**config.mk**
```make
export PLATFORM = sky130hd
export DESIGN_NAME = sdram_arbiter
export DESIGN_NICKNAME = d
export VERILOG_FILES = /design/src/rtl/sdram_arbiter.sv
export SDC_FILE = /design/constraint.sdc
export NUM_CORES = 1
export LEC_CHECK = 0
export CAP_MARGIN = 40
export CELL_PAD_IN_SITES_DETAIL_PLACEMENT = 1
export CELL_PAD_IN_SITES_GLOBAL_PLACEMENT = 1
export CORE_MARGIN = 3
export CORE_UTILIZATION = 35
export CTS_CLUSTER_SIZE = 25
export DETAILED_ROUTE_END_ITERATION = 8
export PLACE_DENSITY_LB_ADDON = 0.1
export SYNTH_ARGS = -nofsm -noshare
export SYNTH_HDL_FRONTEND = slang
export SYNTH_SLANG_ARGS = --single-unit
```
**constraint.sdc**
```tcl
create_clock -name clk -period 5.6 [get_ports clk]
set_clock_uncertainty 0.1 [all_clocks]
set_input_delay 1.12 -clock clk [delete_from_list [all_inputs] [get_ports clk]]
set_output_delay 1.12 -clock clk [all_outputs]
set_load 0.1 [all_outputs]
```
**src/rtl/sdram_arbiter.sv**
```systemverilog
`default_nettype none
// ============================================================================
// Module   : sdram_arbiter
// Purpose  : Three-port, one-access-per-clkref-slot arbiter feeding the
//            single-port SDRAM controller, with a port 2 starvation guard.
// Revision : 1.0
// ============================================================================
module sdram_arbiter #(
    parameter int RD_PHASE   = 9,
    parameter int STARVE_MAX = 4
) (
    input  logic        clk,
    input  logic        init_n,
    input  logic        clkref,

    input  logic        p0_req,
    input  logic        p0_we,
    input  logic [24:0] p0_addr,
    input  logic [7:0]  p0_din,
    input  logic        p0_aux,
    output logic        p0_ack,
    output logic [15:0] p0_dout,

    input  logic        p1_req,
    input  logic        p1_we,
    input  logic [24:0] p1_addr,
    input  logic [7:0]  p1_din,
    input  logic        p1_aux,
    output logic        p1_ack,
    output logic [15:0] p1_dout,

    input  logic        p2_req,
    input  logic        p2_we,
    input  logic [24:0] p2_addr,
    input  logic [7:0]  p2_din,
    input  logic        p2_aux,
    output logic        p2_ack,
    output logic [15:0] p2_dout,

    output logic [24:0] mem_addr,
    output logic [7:0]  mem_din,
    output logic        mem_we,
    output logic        mem_aux,
    input  logic [15:0] mem_dout,

    output logic [1:0]  gnt
);

    localparam logic [1:0] C_GNT_IDLE   = 2'd3;
    localparam logic [3:0] C_RD_PHASE   = 4'(RD_PHASE);
    localparam logic [2:0] C_STARVE_MAX = 3'(STARVE_MAX);

    logic [2:0]  w_req;
    logic [2:0]  w_we;
    logic [2:0]  w_aux;
    logic [24:0] w_addr [3];
    logic [7:0]  w_din  [3];
    logic        w_slot_start;
    logic [1:0]  w_win;

    logic        clkref_d_q;
    logic        busy_q,   busy_d;
    logic [3:0]  phase_q,  phase_d;
    logic [2:0]  starve_q, starve_d;
    logic [1:0]  gnt_q,    gnt_d;
    logic [24:0] mem_addr_q, mem_addr_d;
    logic [7:0]  mem_din_q,  mem_din_d;
    logic        mem_we_q,   mem_we_d;
    logic        mem_aux_q,  mem_aux_d;
    logic [2:0]  ack_q,  ack_d;
    logic [15:0] dout_q [3];
    logic [15:0] dout_d [3];

    assign w_req     = {p2_req, p1_req, p0_req};
    assign w_we      = {p2_we,  p1_we,  p0_we};
    assign w_aux     = {p2_aux, p1_aux, p0_aux};
    assign w_addr[0] = p0_addr;
    assign w_addr[1] = p1_addr;
    assign w_addr[2] = p2_addr;
    assign w_din[0]  = p0_din;
    assign w_din[1]  = p1_din;
    assign w_din[2]  = p2_din;

    // An edge arriving while a slot is still in flight is dropped, not queued.
    assign w_slot_start = clkref & ~clkref_d_q & ~busy_q;

    always_comb begin
        w_win = C_GNT_IDLE;
        if (w_req[2] && (starve_q == C_STARVE_MAX)) begin
            w_win = 2'd2;
        end else if (w_req[0]) begin
            w_win = 2'd0;
        end else if (w_req[1]) begin
            w_win = 2'd1;
        end else if (w_req[2]) begin
            w_win = 2'd2;
        end
    end

    always_comb begin
        busy_d     = busy_q;
        phase_d    = phase_q;
        starve_d   = starve_q;
        gnt_d      = gnt_q;
        mem_addr_d = mem_addr_q;
        mem_din_d  = mem_din_q;
        mem_we_d   = mem_we_q;
        mem_aux_d  = mem_aux_q;
        ack_d      = 3'b000;
        dout_d     = dout_q;

        if (w_slot_start) begin
            busy_d  = 1'b1;
            phase_d = 4'd0;
            gnt_d   = w_win;
            // Idle slots keep address/data so the controller sees a harmless read.
            mem_we_d = 1'b0;
            for (int n = 0; n < 3; n++) begin
                if (w_win == 2'(n)) begin
                    mem_addr_d = w_addr[n];
                    mem_din_d  = w_din[n];
                    mem_we_d   = w_we[n];
                    mem_aux_d  = w_aux[n];
                end
            end
            if ((w_win == 2'd2) || !w_req[2]) begin
                starve_d = 3'd0;
            end else if (starve_q != C_STARVE_MAX) begin
                starve_d = starve_q + 3'd1;
            end
        end else if (busy_q) begin
            phase_d = phase_q + 4'd1;
            if (phase_q == C_RD_PHASE) begin
                busy_d = 1'b0;
                for (int n = 0; n < 3; n++) begin
                    if (gnt_q == 2'(n)) begin
                        ack_d[n] = 1'b1;
                        if (!mem_we_q) begin
                            dout_d[n] = mem_dout;
                        end
                    end
                end
            end
        end
    end

    always_ff @(posedge clk or negedge init_n) begin
        if (!init_n) begin
            clkref_d_q <= 1'b0;
            busy_q     <= 1'b0;
            phase_q    <= 4'd0;
            starve_q   <= 3'd0;
            gnt_q      <= C_GNT_IDLE;
            mem_addr_q <= '0;
            mem_din_q  <= '0;
            mem_we_q   <= 1'b0;
            mem_aux_q  <= 1'b0;
            ack_q      <= 3'b000;
            for (int n = 0; n < 3; n++) begin
                dout_q[n] <= '0;
            end
        end else begin
            clkref_d_q <= clkref;
            busy_q     <= busy_d;
            phase_q    <= phase_d;
            starve_q   <= starve_d;
            gnt_q      <= gnt_d;
            mem_addr_q <= mem_addr_d;
            mem_din_q  <= mem_din_d;
            mem_we_q   <= mem_we_d;
            mem_aux_q  <= mem_aux_d;
            ack_q      <= ack_d;
            dout_q     <= dout_d;
        end
    end

    assign p0_ack   = ack_q[0];
    assign p1_ack   = ack_q[1];
    assign p2_ack   = ack_q[2];
    assign p0_dout  = dout_q[0];
    assign p1_dout  = dout_q[1];
    assign p2_dout  = dout_q[2];
    assign mem_addr = mem_addr_q;
    assign mem_din  = mem_din_q;
    assign mem_we   = mem_we_q;
    assign mem_aux  = mem_aux_q;
    assign gnt      = gnt_q;

endmodule
`default_nettype wire

```
======== Word level (Yosys, flattened, before mapping) ========
Cells that the tools add are included.
storage, ports and cells
  flip-flop bits (word level) ............. 97
  output and inout port bits .............. 88
  logic and storage cells ................. 70
cells by class
  add/subtract/negate cells ............... 2
  eq/ne operators ......................... 7
  multiplexer cells ....................... 29
  bitwise operators ....................... 6
  reduce and logical (&&, ||, !) cells .... 13
operators with widths
  operator                                                               number
  25-bit 2-to-1 mux                                                      3
  8-bit 2-to-1 mux                                                       3
  3-bit 2-to-1 mux                                                       5
  5-bit AND reduction                                                    3
  1-bit 2-to-1 mux                                                       13
  4-bit 2-to-1 mux                                                       2
  2-bit 2-to-1 mux                                                       3
  4-bit by 1-bit adder with 4-bit output, second input constant          1
  2-bit by 1-bit equality test with 1-bit output, second input constant  2
  2-bit equality test, second input constant                             2
  4-bit equality test, second input constant                             1
  2-bit logical NOT                                                      2
  1-bit inverter                                                         4
  2-bit AND reduction                                                    2
  2-bit nonzero test                                                     2
  3-bit by 1-bit adder with 3-bit output, second input constant          1
  3-bit equality test, second input constant                             1
  3-bit inequality test, second input constant                           1
  3-bit nonzero test                                                     1
  1-bit bitwise AND                                                      2
  1-bit logical AND                                                      1
  1-bit logical NOT                                                      1
  1-bit logical OR                                                       1

======== Depth between registers and ports, before layout ========
  depth in word-level cells ............... 8
  depth in mapped cells ................... 6

======== Least setup slack after synthesis ========
Ideal clock, no wire load.
  path type ............................... register -> register
  start point ............................. reg gnt_q[0] (netlist: gnt[0])
  end point ............................... reg dout_q, in the netlist p1_dout[0]
  arrival ................................. 2.156 ns
  data required time ...................... 5.375 ns
  setup slack ............................. 3.218 ns
  cell stages (with the launch flop) ...... 5
  path buffers ............................ 2
  cell sequence ........................... dfstp_2 > clkbuf_1 > nor4b_4 > buf_6 > mux2_2
on the way
  longest elaborated chain between the ends .. 2
ends and longest elaborated chain
  element                                         line  RTL
  start, declared                                 65    logic [1:0] gnt_q, gnt_d;
  start signal, assigned                          167   gnt_q <= gnt_d;
  2-bit by 1-bit equality test with 1-bit output  136   if (gnt_q == 2'(n)) begin
  5-bit AND reduction (no line)                   n/a
  end signal, assigned                            173   dout_q <= dout_d;
  end, declared                                   71    logic [15:0] dout_q [3];
No other way between the ends.
A chain may end at the register's enable or synchronous reset.

======== Worst setup path in the final report ========
  start point ............................. in p0_req
  end point ............................... reg mem_din_q[6] (netlist: mem_din[6])
on the way
  longest elaborated chain between the ends .. 5
  elaborated cells between the ends (all ways) .. 9
ends and longest elaborated chain
  element                                                                       line  RTL
  start, declared                                                               16    input logic p0_req,
  2-bit 2-to-1 mux (*)                                                          91    end else if (w_req[0]) begin
  2-bit 2-to-1 mux (*)                                                          89    if (w_req[2] && (starve_q == C_STARVE_MAX)) begin
  2-bit by 1-bit equality test with 1-bit output, or another cell as far along  119   if (w_win == 2'(n)) begin
  3-bit nonzero test (no line) / 8-bit 2-to-1 mux (equally long branches)       n/a
  2-bit AND reduction (no line) / 8-bit 2-to-1 mux (equally long branches)      n/a
  end signal, assigned                                                          169   mem_din_q <= mem_din_d;
  end, declared                                                                 67    logic [7:0] mem_din_q, mem_din_d;
Every way passes the cells marked *; elsewhere a longest branch is shown, timed or not.

==> run metrics <==
share of layout cells above drive strength 1=25.2%; global route overflow=0; CTS tree=done; RSZ-0062 raised after global routing=no; ant diodes=0; CTS clk-pin slew, worst paths=70 ps; Post-Synthesis Cells=418; count of cell types in the netlist=36; Max Buffers Root-to-Sink=2; Tmin final=3490 ps; IO Count=215; Data arrival, critical path=3580 ps; P_leak=3.89 nW; WL/cell=23.7 um; Hold WC Path Type=reg -> reg; Rows=42; vias per cell=5.52; post-route cell area=9130 sq um; Buf/Inv on CP=3; status=finished clean; Worst Hold Path Cells=1; Clk Latency, worst-skew pair=350 ps; Final Max Slew Viols=0; CTS buffer count=9; top cells by area, synth=dfrtp_1 (48%), mux2_2 (11%), a221oi_1 (6.1%); Relative slew margins=47.0%; initial antenna violation count=0; vias=4860; Register-to-Register Path Depth=6; Final Non-Filler Cells=881; largest area contributor in the netlist=dfrtp_1; slack of the critical path=2110 ps; CP Cell Sequence=clkdlybuf4s50_1 -> buf_4 -> o2bb2ai_2 -> buf_4 -> a221oi_1 -> o31ai_1; most frequent CP cell=buf_4; Post-CTS Resized=0; synth-to-layout area growth=86.1%; CP max-delay cell=o2bb2ai_2; post-DP HPWL=14400 um; DRT iter0 DRCs=202; Crit Reg-Reg Startpoint=starve_q[1]; power density over cell area=666 nW/um^2; final wirelength=20900 um; hold_buf cts=0; Die ar.=15500 sq um; hold path startpoint=p0_dout[6]; Critical Path Max Stage Delay=610 ps; Port Buffers=214; Synth Flop Type=dfrtp_1; DP Area=8850 sq um; reg-to-reg slack, setup=3010 ps; worst-margin pin slew=794 ps; vias in the first global route=5519; Fin Hold WS=408 ps; reg-to-reg endpoint=mem_din[6]; worst setup path class=in -> reg; Final period util=62.3%; DR pass1 iterations=4; Ys Warns=0; fin nets=831; pre-CTS setup slack=1910 ps; power after layout=6.08 mW; mapped cell area=4910 sq um; Die Y=124 um; synthesis-stage register bit count=97; setup repair bufs after CTS=0; core area=13500 sq um; Initial Utilization=36.5%; H-tree depth=3; aggregate negative setup slack=0 ps; maxcap violations=0; CTS Sinks=97; Avg Inst Size Synth=11.7 sq um; setup violators final=0; # DRC=0; Synthesized Nets=549; post-layout util=67.9%; Placed Cells=865; Placer Congestion=0.807; first-pass GRT wire length=33000 um; largest net degree at the start of global routing=77; Fmax=286 MHz; register area share after synthesis=49.5%; Root Buffer=clkbuf_16; Worst EP required=5690 ps; Worst Hold End=p0_dout[6]; Tot GR Track Use=26.9%; CP Capture Type=register; Top delay family on crit path=compound AO/OA/AOI/OAI gates; post-synth top area share=48.4%; crit-path max FO=42; Die Wd=124 um; ys async rst share=100%; critical path launch point type=primary input; Hold Violations, Final=0; number of synthesized flops with an enable pin=0; post-route ant nets=0; Max VDD drop=0.475 mV
[cells in the final DEF, fill, tap and decap left out, drive strengths merged, types with 2 or more instances in the layout]
| cell type | instances |
|---|---|
| mux2i | 2 |
| inv | 7 |
| nor3 | 2 |
| nor2 | 2 |
| nand4 | 3 |
| clkdlybuf4s50 | 212 |
| a31oi | 2 |
| mux2 | 48 |
| nor4b | 2 |
| clkbuf | 9 |
| nand2b | 3 |
| nand3 | 3 |
| buf | 104 |
| and3b | 34 |
| clkinvlp | 3 |
| dfrtp | 95 |
| o31ai | 35 |
| nand2 | 11 |
| o21ai | 40 |
| nor3b | 37 |
| ha | 4 |
| dfstp | 2 |
| a221oi | 34 |
[layer usage]
layer | global-route usage [%] | part of all wire, % | up-vias
li1 | - | - | 2161
met1 | 32.1 | 40 | 2454
met5 | 0 | 0 | -
met4 | 10.3 | 3.0 | 0
met3 | 5.32 | 5.5 | 41
met2 | 47.9 | 52 | 204
[layout make-up]
type                    count  area [sq um]
fillers                  1276          4320
repair buffers            316          3920
flip-flops and latches     97          2430
multi-input cells         272          2260
clock buffers               9           225
well taps                 176           220
clock inverters             7          62.6
inverters                   4          15.0
[power by group]
group / total (mW) / internal, mW / switching (mW) / leakage, nW
combinational: 4.25 / 1.63 / 2.62 / 2.51
clock: 0.614 / 0.310 / 0.304 / 0.132
sequential: 1.22 / 0.978 / 0.237 / 1.25
total: 6.08 / 2.92 / 3.16 / 3.89
[Yosys cell counts, types with 2 or more instances]
cell and n:
clkbuf_1 30, buf_6 3, o21ai_0 36, a221oi_1 34
nand2_1 11, nand3_1 3, nor2_1 2, mux2i_1 2
o21ai_1 4, a31oi_1 2, dfrtp_1 95, dfstp_2 2
buf_4 4, nand4_1 3, and3b_1 34, ha_1 4
nor3b_1 36, o31ai_1 35, mux2_2 48, nand2b_1 3
buf_2 7, nor4b_4 2, inv_1 4, nor3_1 2
[flip-flops by register name, summed over array words and instances, names as in the netlist]
name        cells
mem_addr       25
p0_dout        16
p1_dout        16
p2_dout        16
mem_din         8
phase_q         4
ack_q           3
starve_q        3
gnt             2
busy_q          1
clkref_d_q      1
mem_aux         1
mem_we          1
[how the worst max path moves through the flow]
stage / from / to / slack [ps] / cells after the start
floorplan: gnt[0] / p1_dout[0] / 3220 / 4
detailed placement: p0_req / mem_din[6] / 1910 / 6
CTS: p0_req / mem_din[6] / 2100 / 6
global route: p0_req / mem_din[6] / 1980 / 6
global placement: p1_req / starve_q[2] / 2170 / 5
finish: p0_req / mem_din[6] / 2110 / 6
[logic make-up (layout without fill, tap and decap cells)]
group                      count (synthesis)  after routing  synth area share [%]
muxes                                     50             50                  11.4
DFF                                       97             97                  49.5
adders and majority gates                  4              4                  1.02
and+or+nand+nor                          101            101                  16.3
buffers and inverters                     49            336                  4.72
AOI/OAI and AO/OA                        117            117                  17.0
(Power assumes the default switching activity.)
